==> src/rtl/universal_shift_reg_sync_reset_if.sv <==
// Signal bundle for the universal shift register.
// Master drives controls/data; slave is the register.
interface universal_shift_reg_sync_reset_if #(
    parameter int WIDTH = 8
);
    logic             en;
    logic [1:0]       mode;
    logic [WIDTH-1:0] d;
    logic             ser_in_r;
    logic             ser_in_l;
    logic             rot;
    logic [WIDTH-1:0] q;
    logic [WIDTH-1:0] q_not;
    logic             ser_out_r;
    logic             ser_out_l;
    logic             done;

    modport master (
        output en, mode, d, ser_in_r, ser_in_l, rot,
        input  q, q_not, ser_out_r, ser_out_l, done
    );

    modport slave (
        input  en, mode, d, ser_in_r, ser_in_l, rot,
        output q, q_not, ser_out_r, ser_out_l, done
    );
endinterface

==> src/rtl/universal_shift_reg_sync_reset.sv <==
// WIDTH-bit universal register: hold, shift R/L, load, done pulse after WIDTH shifts.
// Optional feature macro: ROTATE_EN (rot selects end-around feedback).
module universal_shift_reg_sync_reset #(
    parameter int               WIDTH       = 8,
    parameter logic [WIDTH-1:0] RESET_VALUE = '0
) (
    input logic clk,
    input logic reset,
    universal_shift_reg_sync_reset_if.slave bus
);
    localparam int CW = $clog2(WIDTH + 1);

    localparam logic [1:0] M_HOLD  = 2'b00;
    localparam logic [1:0] M_RIGHT = 2'b01;
    localparam logic [1:0] M_LEFT  = 2'b10;
    localparam logic [1:0] M_LOAD  = 2'b11;

    logic [WIDTH-1:0] q;
    logic [CW-1:0]    shift_cnt;
    logic             done;
    logic             in_r;
    logic             in_l;
    logic             shifting;

`ifdef ROTATE_EN
    assign in_r = bus.rot ? q[0] : bus.ser_in_r;
    assign in_l = bus.rot ? q[WIDTH-1] : bus.ser_in_l;
`else
    logic unused_rot;
    assign unused_rot = bus.rot;
    assign in_r = bus.ser_in_r;
    assign in_l = bus.ser_in_l;
`endif

    assign shifting = bus.en &&
                      (bus.mode == M_RIGHT || bus.mode == M_LEFT);

    // Data path: reset, then mode-selected update when enabled.
    always_ff @(posedge clk) begin
        if (reset) begin
            q <= RESET_VALUE;
        end else if (bus.en) begin
            unique case (bus.mode)
                M_HOLD:  q <= q;
                M_RIGHT: q <= {in_r, q[WIDTH-1:1]};
                M_LEFT:  q <= {q[WIDTH-2:0], in_l};
                M_LOAD:  q <= bus.d;
                default: q <= q;
            endcase
        end
    end

    // Saturating shift counter; cleared by load, pulse on reaching WIDTH.
    always_ff @(posedge clk) begin
        if (reset) begin
            shift_cnt <= '0;
            done      <= 1'b0;
        end else begin
            done <= shifting && (shift_cnt == CW'(WIDTH - 1));
            if (bus.en && bus.mode == M_LOAD) begin
                shift_cnt <= '0;
            end else if (shifting && shift_cnt != CW'(WIDTH)) begin
                shift_cnt <= shift_cnt + 1'b1;
            end
        end
    end

    assign bus.q         = q;
    assign bus.q_not     = ~q;
    assign bus.ser_out_r = q[0];
    assign bus.ser_out_l = q[WIDTH-1];
    assign bus.done      = done;
endmodule

==> src/flat_wrapper.sv <==
// flat-port wrapper written by rule: the top's interface ports become plain ports
module universal_shift_reg_sync_reset_flat 
#(
    parameter int               WIDTH       = 8,
    parameter logic [WIDTH-1:0] RESET_VALUE = '0
)
  (clk, reset, bus_en, bus_mode, bus_d, bus_ser_in_r, bus_ser_in_l, bus_rot, bus_q, bus_q_not, bus_ser_out_r, bus_ser_out_l, bus_done);
  universal_shift_reg_sync_reset_if #(.WIDTH(WIDTH)) bus_i ();
  input logic clk;
  input logic reset;
  input wire logic [$bits(bus_i.en)-1:0] bus_en;
  input wire logic [$bits(bus_i.mode)-1:0] bus_mode;
  input wire logic [$bits(bus_i.d)-1:0] bus_d;
  input wire logic [$bits(bus_i.ser_in_r)-1:0] bus_ser_in_r;
  input wire logic [$bits(bus_i.ser_in_l)-1:0] bus_ser_in_l;
  input wire logic [$bits(bus_i.rot)-1:0] bus_rot;
  output wire logic [$bits(bus_i.q)-1:0] bus_q;
  output wire logic [$bits(bus_i.q_not)-1:0] bus_q_not;
  output wire logic [$bits(bus_i.ser_out_r)-1:0] bus_ser_out_r;
  output wire logic [$bits(bus_i.ser_out_l)-1:0] bus_ser_out_l;
  output wire logic [$bits(bus_i.done)-1:0] bus_done;
  assign bus_i.en = bus_en;
  assign bus_i.mode = bus_mode;
  assign bus_i.d = bus_d;
  assign bus_i.ser_in_r = bus_ser_in_r;
  assign bus_i.ser_in_l = bus_ser_in_l;
  assign bus_i.rot = bus_rot;
  assign bus_q = bus_i.q;
  assign bus_q_not = bus_i.q_not;
  assign bus_ser_out_r = bus_i.ser_out_r;
  assign bus_ser_out_l = bus_i.ser_out_l;
  assign bus_done = bus_i.done;
  universal_shift_reg_sync_reset #(.WIDTH(WIDTH), .RESET_VALUE(RESET_VALUE)) u_core (.clk(clk), .reset(reset), .bus(bus_i));
endmodule
==> config.mk <==
export PLATFORM = sky130hd
export DESIGN_NAME = universal_shift_reg_sync_reset_flat
export DESIGN_NICKNAME = d
export VERILOG_FILES = /design/src/rtl/universal_shift_reg_sync_reset_if.sv /design/src/rtl/universal_shift_reg_sync_reset.sv /design/src/flat_wrapper.sv
export SDC_FILE = /design/constraint.sdc
export NUM_CORES = 1
export LEC_CHECK = 0
export ABC_CLOCK_PERIOD_IN_PS = 1480
export BUFFER_PORTS_ARGS = -buffer_cell sky130_fd_sc_hd__buf_2
export CORE_MARGIN = 4
export CORE_UTILIZATION = 30
export DETAILED_ROUTE_END_ITERATION = 16
export PLACE_DENSITY = 0.68
export SLEW_MARGIN = 15
export SYNTH_ARGS = -nofsm -noshare
export SYNTH_HDL_FRONTEND = slang
export SYNTH_SLANG_ARGS = --single-unit
==> constraint.sdc <==
create_clock -name clk -period 1.48 [get_ports clk]
set_clock_uncertainty 0.15 [all_clocks]
set_input_delay 0.074 -clock clk [delete_from_list [all_inputs] [get_ports clk]]
set_output_delay 0.074 -clock clk [all_outputs]
set_load 0.05 [all_outputs]
==> flow_metrics.tcl, run 1 <==
set metrics [dict create \
    die_h_microns 58.3 \
    path_cells "inv_2, ha_4, and3b_2, or3_1, a21oi_2" \
    vias 756 \
    power_density_nw_per_um2 905 \
    core_sq_um 2300 \
    final_cell_mix "buf_2, nand2_1, dfxtp_1, inv_1, a22oi_1" \
    status "finished, final reports clean" \
    cts_buffers 3 \
    yosysTopAreaCellShare 0.343 \
    syn_inst 90 \
    gp_congestion 0.777 \
    grt_pass1_vias 691 \
    crit_required_ns 1.53 \
    cts-root-buf "clkbuf_4" \
    synth_top_family_by_area "compound AO/OA/AOI/OAI gates" \
    syn_nets 111 \
    placed_cell_area_sq_um 940 \
    min_period_ns 1.47 \
    synth-seq-cells 13 \
    instances_no_fill 156 \
    fin_crit_sh 0.993 \
    synthTopCellsByArea "dfxtp_1, ha_1, a22oi_1, a311oi_1, inv_1" \
    leakage_nw 0.443 \
    synth_compound_area_frac 0.271 \
    worst_pin_slew_ns 0.318 \
    fmax_mhz 681 \
    yosysTopAreaCell "dfxtp_1" \
    yosys_warnings 0 \
    yosysSeqAreaShare 0.343 \
    max-cap-violations 0 \
    synth.area.mux_share 0 \
    setup_tns_ns 0 \
    cp_slowest_stage_delay_ns 0.39 \
    synthDistinctLibCells 24 \
    syn_avg_cell_area_sq_um 8.42 \
    critPathCaptureType "flop" \
    grt_max_degree 17 \
    cts_tree "done" \
    startpoint_type "flop" \
    port-buffer-count 33 \
    final-setup-viol-count 0 \
    antenna_found_initial 0 \
    final_common_cell "buf_2" \
    cts_htree_levels 1 \
    nets 150 \
    stdcell_area_sq_um 1010 \
    post_drt_wl_per_cell_microns 12.1 \
    row_count 17 \
    cp_data_arrival_time_ns 1.52 \
    start_util 0.330 \
    synth_adder_area_share 0.0825 \
    crit_type "flop to flop" \
    synthesis.area_sq_um 758 \
    synth-simple-area-share 0.170 \
    die_w_microns 58.3 \
    drt_iter0_drc 32 \
    vias_per_cell 4.85 \
    drc 0 \
    slew_headroom 0.788 \
    clk_latency_ns 0.27 \
    n_antenna_cell 0 \
    cts.sinks 13 \
    drtAntennaViolNets 0 \
    ctsLongestPathBuffers 2 \
    path_clk_slew_ns 0.07 \
    area_growth_pct 33.7 \
    dieArea_sq_um 3400 \
    dr.pass1.iters 4 \
    wirelength_mm 1.89 \
    boundaryPins 35 \
    drv_slew 0 \
    dp_hpwl_mm 1.42 \
    slowest_stage "or3_1" \
    grt_pass1_wl_mm 3.01 \
    hp-class "input port to flop" \
    placedCellCount 149 \
    rsz0062_at_grt "yes" \
    synth_xor_xnor_area_share 0 \
    hold_violations 0 \
    peakVddDrop_v 0.000541 \
    layout-drive-gt1-share 0.430 \
    grt_overflow_total 0 \
    track_usage 0.111 \
    critPathMaxFanout 2 \
]
metrics by stage:
| step | hold slack, ns | util | power [mW] | setup slack, ns |
|---|---|---|---|---|
| global placement | 0.196 | 0.409 | 0.700 | 0.0783 |
| global route | 0.0180 | 0.441 | 0.969 | -0.0164 |
| CTS | 0.00118 | 0.429 | 0.929 | 0.00601 |
| finish | 0.00845 | 0.441 | 0.918 | 0.0107 |
| floorplan | 0.0865 | - | 0.633 | 0.0571 |
| detailed placement | 0.214 | 0.409 | 0.705 | 0.0281 |
per-layer routing:
layer	routed length, microns	part of all wire	global-route usage	vias to the layer above
li1	-	-	-	391
met1	842	0.44	0.133	339
met2	877	0.46	0.185	26
met3	174	0.092	0.0423	0
met4	0	0	0.0298	0
met5	0	0	0	-
state kept, by name, summed over array words and instances (netlist names):
register,flops
u_core.bus.done,1
u_core.bus.q,8
u_core.shift_cnt,4
final cells by class:
cell class / count / area (sq um)
clock buffer: 4 / 26.3
fill: 234 / 1280
inverter: 12 / 45.0
multi-input combinational: 58 / 414
sequential: 13 / 263
tap: 28 / 35.0
timing repair buffer: 41 / 230
report_power, final:
| group | leakage (nW) | switching, mW | internal [mW] |
|---|---|---|---|
| registers | 0.107 | 0.0227 | 0.370 |
| clock network | 0.0150 | 0.108 | 0.104 |
| logic | 0.320 | 0.221 | 0.0912 |
| total | 0.443 | 0.352 | 0.566 |
cell families after synthesis:
family / Yosys count
AO/OA/AOI/OAI: 26
flip-flops: 13
AND/OR/NAND/NOR: 27
adder cells (fa/ha/maj): 5
buffers and inverters: 19
critical path: cells and delay by family (launching register included):
kind,cells,cell delay [ns]
and+or+nand+nor,2,0.60
buffers and inverters,1,0.05
DFF,1,0.34
AOI/OAI and AO/OA,1,0.12
adders and majority gates,1,0.15
Yosys cell counts, drive strengths merged:
| library cell | n |
|---|---|
| a211o | 1 |
| a21o | 1 |
| a21oi | 4 |
| a22oi | 8 |
| a311oi | 8 |
| and3b | 1 |
| buf | 6 |
| clkbuf | 1 |
| dfxtp | 13 |
| ha | 5 |
| inv | 12 |
| nand2 | 11 |
| nand3 | 2 |
| nor2 | 9 |
| nor2b | 1 |
| nor4b | 1 |
| o211ai | 1 |
| o21ai | 2 |
| o31ai | 1 |
| or3 | 2 |
timing repair:
item,CTS,global route
resized for setup,0,8
hold buffers,2,0
endpoints found under the setup margin,0,1
endpoints found under the hold margin,8,0
setup buffers,0,1
worst paths after layout:
path,startpoint,end,slack [ns],cells past startpoint
setup / recovery,u_core.shift_cnt[0],u_core.shift_cnt[0],0.01,5
hold / removal,bus_en,u_core.shift_cnt[0],0.008,3
setup reg to reg,u_core.shift_cnt[0],u_core.shift_cnt[0],0.01,5
hold reg to reg,u_core.shift_cnt[3],u_core.bus.done,0.37,1
Note: power is estimated with default switching activity, not from simulation.
==> inputs of run 2 (changes only) <==
ABC_CLOCK_PERIOD_IN_PS = 1240   (was 1480)
CORE_MARGIN = 2   (was 4)
clock period = 1.24 ns   (was 1.48 ns; I/O delays follow)
==> flow_metrics.tcl, run 2 (same netlist as run 1, synthesis figures left out) <==
set metrics [dict create \
    grt_overflow_total 0 \
    crit_required_ns 1.29 \
    rsz0062_at_grt "yes" \
    cts_tree "done" \
    max-cap-violations 0 \
    critPathMaxFanout 2 \
    vias_per_cell 4.74 \
    regArea_sq_um 272 \
    p_int_mw 0.699 \
    setup_ws_ns -0.143 \
    hp-class "input port to flop" \
    gp_congestion 0.728 \
    row_count 18 \
    cts.sinks 13 \
    vias 782 \
    die_w_microns 54.3 \
    die_h_microns 54.3 \
    power_switching_share 0.384 \
    post_drt_wl_per_cell_microns 11.8 \
    fmax_mhz 723 \
    antenna_found_initial 0 \
    drtAntennaViolNets 0 \
    comb_power_share 0.352 \
    final_cell_mix "buf_2, nand2_1, buf_4, inv_1, dfxtp_2" \
    path_clk_slew_ns 0.08 \
    power_density_nw_per_um2 1030 \
    dieArea_sq_um 2950 \
    max_flop_register "u_core.bus.q" \
    core_sq_um 2430 \
    start_util 0.312 \
    stdcell_area_sq_um 1110 \
    drc 0 \
    hp-start "bus_ser_in_l" \
    dp_hpwl_mm 1.47 \
    wirelength_mm 1.94 \
    leakage_nw 0.475 \
    port-buffer-count 33 \
    fillers 250 \
    grt_max_degree 12 \
    cp_data_arrival_time_ns 1.44 \
    boundaryPins 35 \
    worst_pin_slew_ns 0.249 \
    placed_cell_area_sq_um 986 \
    grt_pass1_wl_mm 3.23 \
    status "finished, violations left" \
    peakVddDrop_v 0.000720 \
    violations "negative setup slack" \
    dr.pass1.iters 4 \
    clockPowerShare 0.231 \
    min_period_ns 1.38 \
    p_seq_frac 0.417 \
    ctsLongestPathBuffers 2 \
    final-setup-viol-count 3 \
    track_usage 0.153 \
    slew_headroom 0.835 \
    layout-drive-gt1-share 0.511 \
    fin_crit_sh 1.12 \
    p_switching_mw 0.436 \
    cts-root-buf "clkbuf_4" \
    rr_startpoint "u_core.shift_cnt[1]" \
    crit_type "flop to flop" \
    area_growth_pct 46.0 \
    critPathCaptureType "flop" \
    cts_buffers 3 \
    largest_reg_flops 8 \
    grt_pass1_vias 736 \
    n_antenna_cell 0 \
    hold_violations 0 \
    largest_registers "u_core.bus.q x8, u_core.shift_cnt x4, u_core.bus.done x1" \
    startpoint "u_core.shift_cnt[1]" \
    multiInputGateArea_sq_um 439 \
    drt_iter0_drc 13 \
    totalPowerFinal_mw 1.14 \
    startpoint_type "flop" \
    clk_latency_ns 0.28 \
    cts_htree_levels 1 \
    final_common_cell "buf_2" \
    drv_slew 0 \
    nets 157 \
]
[run 2: path summary, 6_finish.rpt]
check                                            to  cells past startpoint  slack (ns)
worst min register to register      u_core.bus.done                      1        0.34
worst max register to register  u_core.shift_cnt[0]                      5       -0.14
worst min-delay path                u_core.bus.q[0]                      3        0.02
worst max-delay path            u_core.shift_cnt[0]                      5       -0.14
[run 2: cell type report]
cell class              count  share of cell area
well taps                  30              0.0339
multi-input cells          58               0.397
repair buffers             48               0.260
flip-flops and latches     13               0.245
clock buffers               4              0.0237
inverters                  12              0.0407
[run 2: power groups by stage]
stage,clock network (mW),registers (mW),logic [mW]
floorplan,0,0.550,0.211
global placement,0,0.481,0.371
detailed placement,0,0.484,0.376
CTS,0.279,0.475,0.405
global route,0.294,0.479,0.435
finish,0.263,0.474,0.399
[run 2: timing repair]
item | CTS | global route
setup endpoints to repair | 3 | 5
hold buffers | 4 | 0
gates resized for setup | 9 | 2
pin swaps | 7 | 4
endpoints found under the hold margin | 9 | 0
setup buffers | 3 | 0
[run 2: critical path: stages, from the launching register on]
cell and delay (ns):
dfxtp_2 0.34, inv_2 0.05, ha_4 0.15, and3b_2 0.19
or3_1 0.30, a21oi_1 0.13
[run 2: per-layer routing]
metal | share of wire | vias to the layer above | GRT usage | routed length, microns
met1 | 0.40 | 346 | 0.171 | 773
met4 | 0.0052 | 0 | 0.0375 | 10
li1 | - | 405 | - | -
met5 | 0 | - | 0 | 0
met2 | 0.51 | 29 | 0.277 | 997
met3 | 0.082 | 2 | 0.0492 | 160
[run 2: metrics by stage]
stage	util	std cells	TNS, ns	setup slack [ns]	hold WS (ns)
after floorplan	-	90	-0.115	-0.115	0.0745
after global placement	0.405	155	-0.211	-0.102	0.189
after detailed placement	0.405	155	-0.363	-0.172	0.209
after global routing	0.455	165	-0.554	-0.195	0.0485
final	0.455	165	-0.298	-0.143	0.0218
after CTS	0.458	166	-0.367	-0.163	0.0213
